**src/rtl/alu_sequencer.sv**
```systemverilog
// Command front end for SimpleALU: queues ALU commands, issues them one at a time,
// waits for Ready (with timeout) and returns captured results on a valid/ready channel.
module alu_sequencer #(
    parameter int                         INPUT_BIT_WIDTH = 8,
    parameter int                         INSTR_BIT_WIDTH = 5,
    parameter int                         FLAGS_COUNT     = 1,
    parameter int                         FIFO_DEPTH      = 4,
    parameter int                         TIMEOUT_CYCLES  = 64,
    parameter logic [INSTR_BIT_WIDTH-1:0] CODE_INSTR_NOP  = '0
) (
    input  logic                       Clk,
    input  logic                       Reset_n,
    // Command channel
    input  logic                       CmdValid,
    output logic                       CmdReady,
    input  logic [INSTR_BIT_WIDTH-1:0] CmdInstr,
    input  logic [INPUT_BIT_WIDTH-1:0] CmdA,
    input  logic [INPUT_BIT_WIDTH-1:0] CmdB,
    // ALU bus
    output logic [INSTR_BIT_WIDTH-1:0] AluInstruction,
    output logic [INPUT_BIT_WIDTH-1:0] AluInputA,
    output logic [INPUT_BIT_WIDTH-1:0] AluInputB,
    input  logic [INPUT_BIT_WIDTH-1:0] AluResultA,
    input  logic [INPUT_BIT_WIDTH-1:0] AluResultB,
    input  logic [FLAGS_COUNT-1:0]     AluFlags,
    input  logic                       AluReady,
    // Response channel
    output logic                       RspValid,
    input  logic                       RspReady,
    output logic [INPUT_BIT_WIDTH-1:0] RspResultA,
    output logic [INPUT_BIT_WIDTH-1:0] RspResultB,
    output logic [FLAGS_COUNT-1:0]     RspFlags,
    output logic                       RspTimeout,
    output logic                       Busy
);

    localparam int PTR_W   = $clog2(FIFO_DEPTH);
    localparam int CNT_W   = $clog2(TIMEOUT_CYCLES);
    localparam int ENTRY_W = INSTR_BIT_WIDTH + 2 * INPUT_BIT_WIDTH;
    localparam logic [CNT_W-1:0] CNT_LAST = CNT_W'(TIMEOUT_CYCLES - 1);

    typedef enum logic [1:0] {
        S_IDLE  = 2'd0,
        S_ISSUE = 2'd1,
        S_WAIT  = 2'd2,
        S_RESP  = 2'd3
    } state_t;

    // ------------------------------------------------------------------
    // Command FIFO
    // ------------------------------------------------------------------
    logic [ENTRY_W-1:0]         r_mem [FIFO_DEPTH];
    logic [PTR_W:0]             r_wr_ptr;
    logic [PTR_W:0]             r_rd_ptr;

    logic                       w_full;
    logic                       w_empty;
    logic                       w_push;
    logic                       w_pop;
    logic [ENTRY_W-1:0]         w_head;
    logic [INSTR_BIT_WIDTH-1:0] w_head_instr;
    logic [INPUT_BIT_WIDTH-1:0] w_head_a;
    logic [INPUT_BIT_WIDTH-1:0] w_head_b;

    state_t                     r_state;

    // Extra pointer MSB distinguishes full from empty when the indices match.
    assign w_empty = (r_wr_ptr == r_rd_ptr);
    assign w_full  = (r_wr_ptr[PTR_W] != r_rd_ptr[PTR_W]) &&
                     (r_wr_ptr[PTR_W-1:0] == r_rd_ptr[PTR_W-1:0]);

    // A full FIFO refuses even when a pop happens in the same cycle.
    assign w_push  = CmdValid && !w_full;
    assign w_pop   = (r_state == S_IDLE) && !w_empty;

    assign w_head       = r_mem[r_rd_ptr[PTR_W-1:0]];
    assign w_head_instr = w_head[ENTRY_W-1 -: INSTR_BIT_WIDTH];
    assign w_head_a     = w_head[2*INPUT_BIT_WIDTH-1 -: INPUT_BIT_WIDTH];
    assign w_head_b     = w_head[INPUT_BIT_WIDTH-1:0];

    always_ff @(posedge Clk) begin
        if (w_push) begin
            r_mem[r_wr_ptr[PTR_W-1:0]] <= {CmdInstr, CmdA, CmdB};
        end
    end

    always_ff @(posedge Clk or negedge Reset_n) begin
        if (!Reset_n) begin
            r_wr_ptr <= '0;
            r_rd_ptr <= '0;
        end else begin
            if (w_push) begin
                r_wr_ptr <= r_wr_ptr + (PTR_W+1)'(1);
            end
            if (w_pop) begin
                r_rd_ptr <= r_rd_ptr + (PTR_W+1)'(1);
            end
        end
    end

    // ------------------------------------------------------------------
    // Issue / wait / respond FSM with registered outputs
    // ------------------------------------------------------------------
    logic [CNT_W-1:0]           r_wait_cnt;
    logic [INSTR_BIT_WIDTH-1:0] r_alu_instr;
    logic [INPUT_BIT_WIDTH-1:0] r_alu_a;
    logic [INPUT_BIT_WIDTH-1:0] r_alu_b;
    logic                       r_rsp_valid;
    logic [INPUT_BIT_WIDTH-1:0] r_rsp_a;
    logic [INPUT_BIT_WIDTH-1:0] r_rsp_b;
    logic [FLAGS_COUNT-1:0]     r_rsp_flags;
    logic                       r_rsp_timeout;

    always_ff @(posedge Clk or negedge Reset_n) begin
        if (!Reset_n) begin
            r_state       <= S_IDLE;
            r_wait_cnt    <= '0;
            r_alu_instr   <= CODE_INSTR_NOP;
            r_alu_a       <= '0;
            r_alu_b       <= '0;
            r_rsp_valid   <= 1'b0;
            r_rsp_a       <= '0;
            r_rsp_b       <= '0;
            r_rsp_flags   <= '0;
            r_rsp_timeout <= 1'b0;
        end else begin
            case (r_state)
                S_IDLE: begin
                    if (w_pop) begin
                        if (w_head_instr != CODE_INSTR_NOP) begin
                            r_alu_instr <= w_head_instr;
                            r_alu_a     <= w_head_a;
                            r_alu_b     <= w_head_b;
                            r_state     <= S_ISSUE;
                        end else begin
                            // NOP bypasses the ALU and answers with an all-zero response.
                            r_rsp_a       <= '0;
                            r_rsp_b       <= '0;
                            r_rsp_flags   <= '0;
                            r_rsp_timeout <= 1'b0;
                            r_rsp_valid   <= 1'b1;
                            r_state       <= S_RESP;
                        end
                    end
                end

                S_ISSUE: begin
                    r_wait_cnt <= '0;
                    r_state    <= S_WAIT;
                end

                S_WAIT: begin
                    if (AluReady) begin
                        r_rsp_a       <= AluResultA;
                        r_rsp_b       <= AluResultB;
                        r_rsp_flags   <= AluFlags;
                        r_rsp_timeout <= 1'b0;
                        r_rsp_valid   <= 1'b1;
                        r_alu_instr   <= CODE_INSTR_NOP;
                        r_state       <= S_RESP;
                    end else if (r_wait_cnt == CNT_LAST) begin
                        r_rsp_a       <= '0;
                        r_rsp_b       <= '0;
                        r_rsp_flags   <= '0;
                        r_rsp_timeout <= 1'b1;
                        r_rsp_valid   <= 1'b1;
                        r_alu_instr   <= CODE_INSTR_NOP;
                        r_state       <= S_RESP;
                    end else begin
                        r_wait_cnt <= r_wait_cnt + CNT_W'(1);
                    end
                end

                S_RESP: begin
                    if (RspReady) begin
                        r_rsp_valid <= 1'b0;
                        r_state     <= S_IDLE;
                    end
                end

                default: begin
                    r_state <= S_IDLE;
                end
            endcase
        end
    end

    assign CmdReady       = !w_full;
    assign Busy           = (r_state != S_IDLE) || !w_empty;

    assign AluInstruction = r_alu_instr;
    assign AluInputA      = r_alu_a;
    assign AluInputB      = r_alu_b;

    assign RspValid       = r_rsp_valid;
    assign RspResultA     = r_rsp_a;
    assign RspResultB     = r_rsp_b;
    assign RspFlags       = r_rsp_flags;
    assign RspTimeout     = r_rsp_timeout;

endmodule

```
**config.mk**
```make
export PLATFORM = sky130hd
export DESIGN_NAME = alu_sequencer
export DESIGN_NICKNAME = d
export VERILOG_FILES = /design/src/rtl/alu_sequencer.sv
export SDC_FILE = /design/constraint.sdc
export NUM_CORES = 1
export LEC_CHECK = 0
export ABC_AREA = 1
export CAP_MARGIN = 20
export CORE_ASPECT_RATIO = 0.75
export CORE_UTILIZATION = 60
export CTS_BUF_LIST = sky130_fd_sc_hd__clkbuf_4 sky130_fd_sc_hd__clkbuf_8
export DETAILED_ROUTE_END_ITERATION = 8
export GPL_TIMING_DRIVEN = 0
export PLACE_DENSITY = 0.95
export SYNTH_ARGS = -nofsm -noshare
export SYNTH_HDL_FRONTEND = slang
export SYNTH_SLANG_ARGS = --single-unit
```
**constraint.sdc**
```tcl
create_clock -name Clk -period 3.34 [get_ports Clk]
set_input_delay 0.501 -clock Clk [delete_from_list [all_inputs] [get_ports Clk]]
set_output_delay 0.501 -clock Clk [all_outputs]
set_load 0.05 [all_outputs]
```
==> results of run 1 <==
-- worst paths after layout --
path / startpoint / to
worst min register to register: RspResultB[6]$_DFFE_PN0P_ / RspResultB[6]$_DFFE_PN0P_
min in group asynchronous: Reset_n / r_wr_ptr[1]$_DFFE_PN0P_
worst min-delay path: RspResultB[6]$_DFFE_PN0P_ / RspResultB[6]$_DFFE_PN0P_
worst max-delay path: r_state[0]$_DFFE_PN0P_ / Busy
worst max register to register: r_wr_ptr[0]$_DFFE_PN0P_ / r_mem[1][16]$_DFFE_PP_
max in group asynchronous: Reset_n / RspResultB[6]$_DFFE_PN0P_
-- synth_stat cells --
cell type / n / area, um2
sky130_fd_sc_hd__nand2_1: 113 / 424.2
sky130_fd_sc_hd__edfxtp_1: 84 / 2522
sky130_fd_sc_hd__nor2_1: 72 / 270.3
sky130_fd_sc_hd__dfrtp_1: 54 / 1351
sky130_fd_sc_hd__inv_1: 50 / 187.7
sky130_fd_sc_hd__nand3_1: 38 / 190.2
sky130_fd_sc_hd__o21ai_0: 34 / 170.2
sky130_fd_sc_hd__o21ai_1: 16 / 80.08
sky130_fd_sc_hd__o22ai_1: 16 / 100.1
sky130_fd_sc_hd__ha_1: 11 / 137.6
sky130_fd_sc_hd__clkbuf_1: 9 / 33.78
sky130_fd_sc_hd__buf_2: 6 / 30.03
sky130_fd_sc_hd__a21oi_1: 5 / 25.02
sky130_fd_sc_hd__buf_4: 5 / 37.54
sky130_fd_sc_hd__xor2_1: 5 / 43.79
sky130_fd_sc_hd__buf_6: 3 / 33.78
sky130_fd_sc_hd__nand2_2: 3 / 18.77
sky130_fd_sc_hd__nand4_1: 2 / 12.51
sky130_fd_sc_hd__o21bai_4: 2 / 37.54
sky130_fd_sc_hd__xnor2_1: 2 / 17.52
sky130_fd_sc_hd__a21boi_0: 1 / 7.510
sky130_fd_sc_hd__a32o_1: 1 / 10.01
sky130_fd_sc_hd__inv_2: 1 / 3.750
sky130_fd_sc_hd__inv_4: 1 / 6.260
sky130_fd_sc_hd__nand2_4: 1 / 11.26
sky130_fd_sc_hd__nand3_4: 1 / 17.52
sky130_fd_sc_hd__nor2_4: 1 / 11.26
sky130_fd_sc_hd__nor3_1: 1 / 5.000
sky130_fd_sc_hd__o21a_1: 1 / 7.510
sky130_fd_sc_hd__o31ai_1: 1 / 7.510
sky130_fd_sc_hd__or2_2: 1 / 6.260
-- routing by layer --
layer	track usage	up-vias	part of all wire
met4	0.2028	0	0.044
met3	0.08907	81	0.10
met1	0.3971	2212	0.37
li1	-	2028	-
met5	0	-	0
met2	0.5226	364	0.49
-- critical path, stage by stage (launching register included) --
cell	delay, ns
sky130_fd_sc_hd__dfrtp_1	0.43
sky130_fd_sc_hd__inv_1	0.13
sky130_fd_sc_hd__ha_1	0.33
sky130_fd_sc_hd__nand4_1	0.28
sky130_fd_sc_hd__clkdlybuf4s50_1	0.78
-- per-stage QoR --
stage	setup slack (ns)	cells	hold WS [ns]	util
finish	0.4424	791	0.4749	0.7980
global route	0.3915	791	0.4904	0.7980
CTS	0.4899	791	0.4794	0.7980
detailed placement	1.008	758	0.4485	0.7518
global placement	0.1580	753	0.4546	0.7385
floorplan	0.5561	541	0.2054	-
-- cell families after synthesis --
kind of cell	after synthesis
AO/OA/AOI/OAI	77
XOR/XNOR	7
adder cells (fa/ha/maj)	11
buffers and inverters	75
flip-flops	138
AND/OR/NAND/NOR	233
-- where the power goes --
part / internal, mW / switching [mW]
combinational: 1.24 / 2.73
sequential: 2.37 / 0.276
clock: 0.781 / 0.659
total: 4.39 / 3.67
-- final cells by class --
cell class              instances  area share
plain buffers                  23     0.01834
clock buffers                  21     0.03668
clock inverters                11     0.01987
inverters                      52     0.02683
multi-input cells             328      0.2201
flip-flops and latches        138      0.5257
well taps                     128     0.02174
repair buffers                 90      0.1308
-- flip-flops by register name (all words and copies together), names as in the netlist --
| name | cells |
|---|---|
| AluInstruction | 5 |
| AluInputB | 8 |
| r_rd_ptr | 3 |
| RspValid | 1 |
| r_wait_cnt | 6 |
| RspResultB | 8 |
| r_mem | 84 |
| AluInputA | 8 |
| r_state | 2 |
| r_wr_ptr | 3 |
| RspTimeout | 1 |
| RspFlags | 1 |
| RspResultA | 8 |
-- what timing repair did --
| item | in CTS | in global routing |
|---|---|---|
| endpoints found under the hold margin | 16 | 0 |
| hold buffers | 1 | 0 |
| setup endpoints to repair | 0 | 0 |
| setup buffers | 0 | 0 |
-- layout by cell type, fill, tap and decap left out, types with 4 or more instances in the layout --
cell type and count:
sky130_fd_sc_hd__nand2_1 113, sky130_fd_sc_hd__edfxtp_1 84, sky130_fd_sc_hd__clkdlybuf4s50_1 83, sky130_fd_sc_hd__nor2_1 68, sky130_fd_sc_hd__dfrtp_1 54, sky130_fd_sc_hd__inv_1 50, sky130_fd_sc_hd__nand3_1 38, sky130_fd_sc_hd__o21ai_0 34
sky130_fd_sc_hd__clkbuf_8 18, sky130_fd_sc_hd__o22ai_1 16, sky130_fd_sc_hd__o21ai_1 16, sky130_fd_sc_hd__ha_1 11, sky130_fd_sc_hd__clkbuf_1 9, sky130_fd_sc_hd__buf_2 7, sky130_fd_sc_hd__buf_4 5, sky130_fd_sc_hd__xor2_1 5
sky130_fd_sc_hd__a21oi_1 5, sky130_fd_sc_hd__nor2_2 4
==> Implementation_results.wiki, run 1 <==
{| class="wikitable"
! Metric !! Value
|-
| Outcome || finished, final reports clean
|-
| Insertion delay of the later-clocked pin in the worst-skew pair || 0.46 ns
|-
| Register area share after synthesis || 0.6658
|-
| Total standard cell area after synthesis || 5818 um2
|-
| GRT Util Overall || 0.3260
|-
| Wire length of the first global-routing pass || 23470 um
|-
| Number of top-level pins || 85
|-
| Adder-cell area share of the yosys netlist || 0.02366
|-
| Multi-input gate area in the final layout || 1622 um2
|-
| Number of stages on the worst hold path || 2
|-
| Horiz. Die Dim || 115.7 um
|-
| Port Buf Inserts || 84
|-
| Cell area after layout || 7368 um2
|-
| Setup crit end kind || output pin
|-
| Total Power || 8.060 mW
|-
| Worst slew margin relative to its limit || 0.5641
|-
| Total congestion overflow after global routing || 0
|-
| Area Overhead vs Synth || 26.65%
|-
| Post-synthesis cell type count || 31
|-
| Biggest fanout along the worst timing path || 6
|-
| Post-synthesis area per instance || 10.75 um2
|-
| Post-synthesis mux area share || 0
|-
| Number of levels in the clock H-tree || 4
|-
| Achievable Freq || 345.1 MHz
|-
| Number of search-and-repair iterations in the first detailed-routing pass || 7
|-
| Number of warnings issued by yosys || 0
|-
| Cell count after synthesis || 541
|-
| Hold Fails Final Rpt || 0
|-
| Initial antenna violation count || 0
|-
| Max IR drop VDD || 0.0005388 V
|-
| Synth Area in Compound Gates || 0.07656
|-
| Synthesized net count || 595
|-
| Cell at the root of the clock tree || sky130_fd_sc_hd__clkbuf_8
|-
| Final critical-path required period || 2.898 ns
|-
| Number of nets in the layout || 704
|-
| Final routed DRC violation total || 0
|-
| Die boundary height || 87.28 um
|-
| Initial standard-cell utilization of the core || 0.6301
|-
| Pin count of the biggest net entering global routing || 39
|-
| Unrepaired setup endpoints after global routing || false
|-
| Proportion of layout cells with a drive suffix above 1 || 0.1011
|-
| Arrival time worst endpoint || 2.40 ns
|-
| N_diodes || 0
|-
| Number of buffers added by the clock tree synthesis step || 17
|-
| Post-synthesis sequential element count || 138
|-
| Finish-stage setup viols || 0
|-
| Reg2reg path depth || 7
|-
| TritonCTS clock tree || done
|-
| Die area || 10100 um2
|-
| Layout Skew || 0.01693 ns
|-
| Routed Antenna Nets || 0
|-
| Max-slew violation count || 0
|-
| Post-DP Area || 6942 um2
|-
| Drt initial violations || 520
|-
| Global placer's final weighted congestion || 0.7768
|-
| Class of the tightest hold or removal check || register to register
|-
| Worst Tran Pin Value || 0.6532 ns
|-
| Core Region || 9234 um2
|-
| Final sum of negative setup slack || 0 ns
|-
| Placement row count || 30
|-
| Crit share post-route || 0.8676
|-
| Post-detailed-routing wire length || 15230 um
|-
| Sinks on the clock net || 138
|-
| Via-to-Cell Ratio || 5.923
|-
| Dominant combinational cell family by area after synthesis || simple AND/OR/NAND/NOR gates
|-
| Sequential Area || 3874 um2
|-
| Static leakage power || 3.124 nW
|-
| Post-detailed-route wirelength per cell || 19.26 um
|-
| Worst setup slack for register-to-register paths || 1.02 ns
|-
| Hpwl dp || 9560 um
|-
| Required time worst endpoint || 2.84 ns
|-
| Startpoint kind of the worst setup timing path || register
|-
| Deepest clock path buffer count || 2
|-
| XOR/XNOR Fraction of Synth Area || 0.01054
|-
| WS Path Type || register to output pin
|-
| Number of filler cells placed in the layout || 498
|-
| Power Dens Cells || 1094 nW/um2
|-
| Fraction of the mapped netlist area in simple logic gates || 0.1662
|-
| Reg clk slew, reported paths || 0.07 ns
|-
| Vias in the first global route || 4698
|-
| Number of max-cap violations || 0
|-
| Number of cells upsized or downsized after cts || 0
|-
| Vias || 4685
|}
No activity file was read; power rests on OpenSTA's default activity.
==> run 2: changes to the inputs <==
Settings changed: CAP_MARGIN 20 to default.
==> run 2 against run 1 <==
Total power decreased by 0.97%. Core utilization shrank 0.35 points. Clock skew down 0.0041 ns. Wire length up 1.0%. Global-route usage increased by 0.40 points. First-iteration DRC count grew 19%. Design area is 0.44% lower. Via count is 0.28% lower. Sequential share of layout area increased by 0.23 points. Critical path type unchanged. Critical endpoint unchanged.
==> Implementation_results.wiki, run 2 (synthesis gave the netlist of run 1 again) <==
{| class="wikitable"
! Metric !! Value
|-
| Ordered list of cells on the worst path || inv_1, ha_1, nand4_1, clkdlybuf4s50_1
|-
| Class of the tightest hold or removal check || register to register
|-
| Number of nets in the layout || 704 (unchanged)
|-
| Number of cells upsized or downsized after cts || 0 (unchanged)
|-
| Die area || 10100 um2 (unchanged)
|-
| WS Path Type || register to output pin
|-
| Post-detailed-route wirelength per cell || 19.46 um (+1.0%)
|-
| Max IR drop VDD || 0.0005370 V (-0.33%)
|-
| Routed Antenna Nets || 0 (unchanged)
|-
| Number of max-cap violations || 0 (unchanged)
|-
| Proportion of layout cells with a drive suffix above 1 || 0.1011 (unchanged)
|-
| Power Dens Cells || 1088 nW/um2 (-0.53%)
|-
| Max-slew violation count || 0 (unchanged)
|-
| Reg clk slew, reported paths || 0.08 ns (about the same)
|-
| Static leakage power || 3.103 nW (-0.69%)
|-
| Routed length on met2 || 7611 um (+2.3%)
|-
| Total congestion overflow after global routing || 0 (unchanged)
|-
| Global placer's final weighted congestion || 0.7768 (unchanged)
|-
| Number of levels in the clock H-tree || 4 (unchanged)
|-
| Worst slew margin relative to its limit || 0.5601 (-0.004000)
|-
| Sequential Area || 3874 um2 (unchanged)
|-
| Total Power || 7.981 mW (-0.97%)
|-
| Biggest fanout along the worst timing path || 6 (unchanged)
|-
| Vias in the first global route || 4675 (-0.49%)
|-
| Die boundary height || 87.28 um (unchanged)
|-
| Post-Route M1 WL || 5615 um (+0.70%)
|-
| Number of buffers added by the clock tree synthesis step || 17 (unchanged)
|-
| Final critical-path required period || 2.874 ns (-0.02411 ns)
|-
| Final sum of negative setup slack || 0 ns (unchanged)
|-
| Crit share post-route || 0.8603 (-0.007219)
|-
| Most frequent cells in the layout || 113 x sky130_fd_sc_hd__nand2_1, 84 x sky130_fd_sc_hd__edfxtp_1, 83 x sky130_fd_sc_hd__clkdlybuf4s50_1, 68 x sky130_fd_sc_hd__nor2_1, 54 x sky130_fd_sc_hd__dfrtp_1
|-
| Startpoint kind of the worst setup timing path || register
|-
| Via-to-Cell Ratio || 5.906 (-0.28%)
|-
| Number of top-level pins || 85 (unchanged)
|-
| Number of filler cells placed in the layout || 511 (+2.6%)
|-
| Area Overhead vs Synth || 26.09%
|-
| Sinks on the clock net || 138 (unchanged)
|-
| Wire length of the first global-routing pass || 23910 um (+1.9%)
|-
| Unrepaired setup endpoints after global routing || false
|-
| Insertion delay of the later-clocked pin in the worst-skew pair || 0.45 ns (about the same)
|-
| Top layer reached by signal wires || met4
|-
| # hold bufs at CTS || 1 (unchanged)
|-
| Achievable Freq || 348.0 MHz (+0.84%)
|-
| Port Buf Inserts || 84 (unchanged)
|-
| Largest register FFs || 84 (unchanged)
|-
| Final routed DRC violation total || 0 (unchanged)
|-
| Required time worst endpoint || 2.84 ns (about the same)
|-
| Layout Skew || 0.01288 ns (-0.004054 ns)
|-
| Initial standard-cell utilization of the core || 0.6301 (unchanged)
|-
| Hold Fails Final Rpt || 0 (unchanged)
|-
| Worst Tran Pin Value || 0.6592 ns (+0.005995 ns)
|-
| Deepest clock path buffer count || 2 (unchanged)
|-
| Pin count of the biggest net entering global routing || 39 (unchanged)
|-
| Core Region || 9234 um2 (unchanged)
|-
| Setup crit end kind || output pin
|-
| Number of search-and-repair iterations in the first detailed-routing pass || 5 (-2)
|-
| Multi-input gate area in the final layout || 1622 um2 (unchanged)
|-
| Highest-delay cell along the critical path || sky130_fd_sc_hd__clkdlybuf4s50_1
|-
| Vias || 4672 (-0.28%)
|-
| Stage delay of the slowest cell on the critical path || 0.76 ns (-0.02 ns)
|-
| Post-detailed-routing wire length || 15390 um (+1.0%)
|-
| Horiz. Die Dim || 115.7 um (unchanged)
|-
| Outcome || finished, final reports clean
|-
| Finish-stage setup viols || 0 (unchanged)
|-
| Cell at the root of the clock tree || sky130_fd_sc_hd__clkbuf_8
|-
| Most common cell after layout, fill and taps aside || sky130_fd_sc_hd__nand2_1
|-
| N_diodes || 0 (unchanged)
|-
| Initial antenna violation count || 0 (unchanged)
|-
| Met3 routed wirelength || 1474 um (-4.2%)
|-
| Placement row count || 30 (unchanged)
|-
| TritonCTS clock tree || done
|-
| Arrival time worst endpoint || 2.37 ns (-0.03 ns)
|-
| GRT Util Overall || 0.3300 (+0.004003)
|-
| Drt initial violations || 619 (+19%)
|-
| Hpwl dp || 9562 um (about the same)
|-
| Post CTS Setup Buffer Count || 0 (unchanged)
|}
==> run 2: changes by cell type in the layout (fill, tap and decap cells not counted) <==
cell	delta
sky130_fd_sc_hd__inv_6	+3
sky130_fd_sc_hd__clkinvlp_4	+2
sky130_fd_sc_hd__clkbuf_4	-3
sky130_fd_sc_hd__bufinv_16	-1
sky130_fd_sc_hd__clkbuf_8	-1
sky130_fd_sc_hd__clkinv_2	+2
sky130_fd_sc_hd__clkinv_4	-2
==> run 2: final timing paths <==
kind / to / depth (start not counted) / from / slack, ns
worst max-delay path: Busy / 4 / r_state[1]$_DFFE_PN0P_ / 0.47
worst min-delay path: RspResultB[6]$_DFFE_PN0P_ / 2 / RspResultB[6]$_DFFE_PN0P_ / 0.48
worst max register to register: r_mem[1][16]$_DFFE_PP_ / 8 / r_rd_ptr[0]$_DFFE_PN0P_ / 1.02
worst min register to register: RspResultB[6]$_DFFE_PN0P_ / 2 / RspResultB[6]$_DFFE_PN0P_ / 0.48
max in group asynchronous: AluInputA[0]$_DFFE_PN0P_ / 3 / Reset_n / 2.29
min in group asynchronous: RspResultB[2]$_DFFE_PN0P_ / 2 / Reset_n / 0.51
==> run 2: final cells by class <==
class | count | area share
sequential | 138 | 0.5281
multi-input combinational | 328 | 0.2210
timing repair buffer | 90 | 0.1313
clock buffer | 17 | 0.03189
inverter | 52 | 0.02695
tap | 128 | 0.02183
clock inverter | 15 | 0.02047
buffer | 23 | 0.01842
==> run 2: metrics by stage <==
step | setup WS, ns | hold slack [ns] | utilization | cell area [um2] | std cells
4_1_cts | 0.5022 | 0.4800 | 0.7944 | 7336 | 791
6_report | 0.4665 | 0.4757 | 0.7944 | 7336 | 791
5_1_grt | 0.4127 | 0.4908 | 0.7944 | 7336 | 791
2_1_floorplan | 0.5561 | 0.2054 | - | 5818 | 541
3_3_place_gp | 0.1580 | 0.4546 | 0.7385 | 6819 | 753
3_5_place_dp | 1.014 | 0.4482 | 0.7518 | 6942 | 758
==> run 2: critical path, delay by kind of cell (launching register included) <==
family        cells  cell delay (ns)
buf+inv           2             0.91
flops             1             0.41
fa+ha+maj         1             0.35
simple gates      1             0.24
==> run 2: where the power goes <==
group / switching, mW / internal, mW
Sequential: 0.277 / 2.37
Combinational: 2.75 / 1.25
Clock: 0.684 / 0.662
Total: 3.71 / 4.27
==> run 2: layer usage <==
layer	track usage	up-vias
met1	0.4044	2250
met3	0.07585	76
li1	-	2017
met2	0.5438	329
met5	0	-
met4	0.1911	0
